File: src/rtl/pipe_pkg.sv
// Shared pipeline constants: control-bundle bit map and architectural register ids.
package pipe_pkg;

  localparam int unsigned CTRL_W    = 10;
  localparam int unsigned REGWRITE  = 0;
  localparam int unsigned MEMTOREG  = 1;
  localparam int unsigned MEMWRITE  = 2;
  localparam int unsigned ALUSRC    = 3;
  localparam int unsigned ALUCTL_LO = 4;
  localparam int unsigned ALUCTL_HI = 5;
  localparam int unsigned FLAGWR_LO = 6;
  localparam int unsigned FLAGWR_HI = 7;
  localparam int unsigned BRANCH    = 8;
  localparam int unsigned PCSRC     = 9;

  localparam logic [3:0] PC_REG = 4'hF;

endpackage

File: src/rtl/fwd_sel.sv
// One ALU operand's forward select: Memory beats Writeback, r15 never forwarded.
module fwd_sel
  import pipe_pkg::*;
#(
  parameter int unsigned DATA_W = 32,
  parameter int unsigned ADDR_W = 4
) (
  input  logic [ADDR_W-1:0] ra,
  input  logic [DATA_W-1:0] rd,
  input  logic              regWriteM,
  input  logic [ADDR_W-1:0] wa3M,
  input  logic [DATA_W-1:0] aluResultM,
  input  logic              regWriteW,
  input  logic [ADDR_W-1:0] wa3W,
  input  logic [DATA_W-1:0] resultW,
  output logic [DATA_W-1:0] fwd
);

  always_comb begin
    fwd = rd;
    if (ra == ADDR_W'(PC_REG)) begin
      fwd = rd;
    end else if (regWriteM && (wa3M == ra)) begin
      fwd = aluResultM;
    end else if (regWriteW && (wa3W == ra)) begin
      fwd = resultW;
    end
  end

endmodule

File: src/rtl/decode_execute_stage.sv
// D->E pipeline register with operand forwarding and load-use / branch hazard control.
module decode_execute_stage
  import pipe_pkg::*;
#(
  parameter int unsigned DATA_W = 32,
  parameter int unsigned ADDR_W = 4,
  parameter int unsigned CTRL_W = pipe_pkg::CTRL_W
) (
  input  logic              clk,
  input  logic              reset,
  input  logic [DATA_W-1:0] rd1D,
  input  logic [DATA_W-1:0] rd2D,
  input  logic [ADDR_W-1:0] ra1D,
  input  logic [ADDR_W-1:0] ra2D,
  input  logic [ADDR_W-1:0] wa3D,
  input  logic [DATA_W-1:0] extImmD,
  input  logic [CTRL_W-1:0] ctrlD,
  input  logic              regWriteM,
  input  logic [ADDR_W-1:0] wa3M,
  input  logic [DATA_W-1:0] aluResultM,
  input  logic              regWriteW,
  input  logic [ADDR_W-1:0] wa3W,
  input  logic [DATA_W-1:0] resultW,
  input  logic              branchTakenE,
  output logic [DATA_W-1:0] srcAE,
  output logic [DATA_W-1:0] writeDataE,
  output logic [DATA_W-1:0] extImmE,
  output logic [ADDR_W-1:0] wa3E,
  output logic [CTRL_W-1:0] ctrlE,
  output logic              stallF,
  output logic              stallD,
  output logic              flushD
);

  logic [DATA_W-1:0] rd1E, rd2E;
  logic [ADDR_W-1:0] ra1E, ra2E;
  logic              ldStall;
  logic              flushE;

  // A load in E whose target is read in D must wait one cycle for memory data.
  always_comb begin
    ldStall = ctrlE[MEMTOREG] & ctrlE[REGWRITE] & ((wa3E == ra1D) | (wa3E == ra2D));
    flushE  = ldStall | branchTakenE;
    stallF  = ldStall;
    stallD  = ldStall;
    flushD  = branchTakenE;
  end

  always_ff @(posedge clk or posedge reset) begin
    if (reset) begin
      rd1E    <= '0;
      rd2E    <= '0;
      ra1E    <= '0;
      ra2E    <= '0;
      wa3E    <= '0;
      extImmE <= '0;
      ctrlE   <= '0;
    end else if (flushE) begin
      rd1E    <= '0;
      rd2E    <= '0;
      ra1E    <= '0;
      ra2E    <= '0;
      wa3E    <= '0;
      extImmE <= '0;
      ctrlE   <= '0;
    end else begin
      rd1E    <= rd1D;
      rd2E    <= rd2D;
      ra1E    <= ra1D;
      ra2E    <= ra2D;
      wa3E    <= wa3D;
      extImmE <= extImmD;
      ctrlE   <= ctrlD;
    end
  end

  fwd_sel #(.DATA_W(DATA_W), .ADDR_W(ADDR_W)) u_fwd_a (
    .ra         (ra1E),
    .rd         (rd1E),
    .regWriteM  (regWriteM),
    .wa3M       (wa3M),
    .aluResultM (aluResultM),
    .regWriteW  (regWriteW),
    .wa3W       (wa3W),
    .resultW    (resultW),
    .fwd        (srcAE)
  );

  fwd_sel #(.DATA_W(DATA_W), .ADDR_W(ADDR_W)) u_fwd_b (
    .ra         (ra2E),
    .rd         (rd2E),
    .regWriteM  (regWriteM),
    .wa3M       (wa3M),
    .aluResultM (aluResultM),
    .regWriteW  (regWriteW),
    .wa3W       (wa3W),
    .resultW    (resultW),
    .fwd        (writeDataE)
  );

endmodule

File: config.mk
export PLATFORM = sky130hd
export DESIGN_NAME = decode_execute_stage
export DESIGN_NICKNAME = d
export VERILOG_FILES = /design/src/rtl/pipe_pkg.sv /design/src/rtl/fwd_sel.sv /design/src/rtl/decode_execute_stage.sv
export SDC_FILE = /design/constraint.sdc
export NUM_CORES = 1
export LEC_CHECK = 0
export CELL_PAD_IN_SITES_DETAIL_PLACEMENT = 2
export CELL_PAD_IN_SITES_GLOBAL_PLACEMENT = 2
export CORE_MARGIN = 8
export CORE_UTILIZATION = 20
export DETAILED_ROUTE_END_ITERATION = 10
export PLACE_DENSITY = 0.89
export SLEW_MARGIN = 20
export SYNTH_ARGS = -nofsm -noshare
export SYNTH_HDL_FRONTEND = slang
export SYNTH_SLANG_ARGS = --single-unit
File: constraint.sdc
create_clock -name clk -period 4.2 [get_ports clk]
set_clock_uncertainty 0.2 [all_clocks]
set_input_delay 0.63 -clock clk [delete_from_list [all_inputs] [get_ports clk]]
set_output_delay 0.63 -clock clk [all_outputs]
set_load 0.03 [all_outputs]
==> results.cfg <==
[drt]
drc = 0
drtIter0Drc = 172
wl_per_cell_um = 22.2
vias_per_cell = 4.37
drt-pass1-iter-count = 4
drt-total-wl_um = 24400
vias = 4807
final_antenna_net_count = 0

[sta]
finalCritPeriodShare_pct = 97.3
relSlewSlack_pct = 30.8
slew_viol_final = 0
clock.fmax_mhz = 245
hold_viol = 0
setup_viol = 0
fin_crit_ns = 4.09
max_slew.worst_pin.slew_ns = 1.04

[clock_tree]
cts-root-buf = clkbuf_16
clkSinkCount = 118
h-tree-depth = 4
tritoncts = done
clk_pin_slew_ns = 0.06
clockBufferDepth = 2
clk_latency_ns = 0.42
numCtsBuffers = 17

[floorplan]
start_util_pct = 20.3
die_area_sq_um = 31800
rows = 59
dieHeight_um = 178
io-pin-count = 308
die_x_um = 178
core_sq_um = 26000

[logic_synthesis]
synth_seq_cells = 118
yosysWarnings = 0
syn_area_per_cell_sq_um = 11.8
yosysSeqAreaShare_pct = 56.0
synth_cell_types = 25
synthCells = 449
synth_ff_type = dfrtp_1
async_flop_share_pct = 100
synth_area_sq_um = 5280
yosys.area.top_type = dfrtp_1
syn_nets = 644
synth_top_area_share_pct = 56.0
synth_area_leaders = dfrtp_1 56%, and2_1 18%, a221o_1 5.9%
synth-edff-count = 0

[critical_path]
crit_required_ns = 3.37
r2r-end = rd1E[21]
cp-start-kind = input port
cp_cell_sequence = clkdlybuf4s50_1 > xnor2_1 > nand3_1 > nor2_4 > nor2_4 > a221o_1 > clkdlybuf4s50_1
crit_slowest_cell = nor2_4
path_class = in2out
worstReg2RegStart = wa3E[3]
r2r_slack_ns = 2.09
max_stage_delay_ns = 0.77
arrival_ns = 3.26
cp_max_fo = 32
reg2reg_depth = 6
worstSetupEndpointType = output port

[finish]
final_cell_area_sq_um = 9370
finalNetCount = 947
register_area_sq_um = 2950
final_util_pct = 36.1
n_antenna_cell = 0
multi_input_area_sq_um = 2160
nFillCells = 2727
syn_to_final_growth_pct = 77.6
drive_gt1_share_pct = 7.45

[power]
sequentialPowerShare_pct = 35.3
finalPower_mw = 3.47
pwr-share-comb_pct = 21.6
leakagePower_nw = 4.31
swShare_pct = 28.7
ir_drop_mv = 0.207
p_per_area_nw_per_um2 = 370
p_int_mw = 2.47
p_switching_mw = 0.993
clkPwrFrac_pct = 43.1

[global_routing]
gr-usage-all-layers_pct = 15.3
antenna_found_initial = 1
first_global_vias = 5873
grt_pass1_wl_um = 36400
overflow = 0
grt_max_degree = 66

[run_status]
run_status = complete, no violations

[placed_design]
dpl_cell_area_sq_um = 8740
gp_congestion = 0.785
portBuffers = 307
dp_hpwl_um = 18400

[job]
maxCapViolCount = 0

[min_path]
hp-class = in2async
cells in the mapped netlist (all sizes together) (2+ instances only):
master and count:
nand4 5, dfrtp 118, nand2 2, xor2 3, nor2 5, buf 18, nand3 6, a22o 32
a21oi 2, and2 150, a21o 32, clkbuf 15, inv 3, xnor2 20, nor3 2, a221o 31
worst max-delay path: cells and delay by family:
family	cells	cell delay, ns
buf+inv	2	1.14
compound gates	1	0.28
xor+xnor	1	0.16
simple gates	3	1.04
flip-flops by register name, indices dropped and copies added, names as in the netlist:
| name | cells |
|---|---|
| extImmE | 32 |
| rd1E | 32 |
| rd2E | 32 |
| ra2E | 4 |
| wa3E | 4 |
| ctrlE | 10 |
| ra1E | 4 |
cell usage in the layout, fill, tap and decap left out, drive strengths merged, types with 5 or more instances in the layout:
master	synthesis	routed
clkdlybuf4s50	0	284
and2	150	150
dfrtp	118	118
a22o	32	32
a21o	32	32
a221o	31	31
xnor2	20	20
clkbuf	15	18
buf	18	17
dlymetal6s2s	0	16
inv	3	10
nand3	6	6
nand4	5	5
nor2	5	5
through the flow:
stage          setup TNS (ns)  setup WS (ns)  hold slack, ns  instances
6_report                    0          0.112           0.418       1100
5_1_grt              -0.00694       -0.00544           0.435       1100
4_1_cts                     0         0.0298           0.415       1100
3_5_place_dp                0         0.0302           0.869       1068
3_3_place_gp                0          0.128           0.822       1068
2_1_floorplan               0          0.241           0.559        449
cells by family (layout without fill, tap and decap cells):
kind of cell / after synthesis / in the layout / share of synthesized area, %
AO/OA/AOI/OAI: 100 / 100 / 16.5
XOR/XNOR: 23 / 23 / 3.82
buffers and inverters: 36 / 352 / 3.77
flip-flops: 118 / 118 / 56.0
AND/OR/NAND/NOR: 172 / 172 / 20.0
timing repair:
item	4_1_cts	5_1_grt
setup endpoints to repair	0	28
hold buffers	0	0
buffers inserted	0	0
resized for setup	0	16
layer usage:
layer	global-route usage (%)	up-vias	part of all wire (%)
met5	0	-	0.037
met4	4.58	2	1.4
met3	7.37	20	11
met2	26.4	230	49
met1	16.2	2398	38
li1	-	2157	-
power by group through the flow:
stage / clock [mW] / sequential (mW) / combinational (mW)
after floorplan: 0 / 1.28 / 0.292
after global routing: 1.60 / 1.23 / 0.794
after global placement: 0 / 1.24 / 0.744
after CTS: 1.57 / 1.22 / 0.765
final: 1.49 / 1.22 / 0.748
after detailed placement: 0 / 1.25 / 0.762
how the worst max path moves through the flow:
| stage | startpoint | slack (ns) | depth (start not counted) | to |
|---|---|---|---|---|
| 5_1_grt | wa3M[0] | -0.005 | 7 | writeDataE[23] |
| 6_report | wa3M[0] | 0.11 | 7 | writeDataE[23] |
| 3_3_place_gp | wa3M[0] | 0.13 | 7 | writeDataE[24] |
| 4_1_cts | wa3M[0] | 0.03 | 7 | writeDataE[30] |
| 3_5_place_dp | wa3M[0] | 0.03 | 7 | writeDataE[30] |
| 2_1_floorplan | reset | 0.24 | 1 | ctrlE[0] |
layout make-up:
cell class	count	share of cell area (%)
clock buffers	18	4.58
clock inverters	14	1.76
inverters	3	0.147
multi-input cells	295	23.0
flip-flops and latches	118	31.5
well taps	335	4.47
repair buffers	317	34.5
Note: power is estimated with default switching activity, not from simulation.
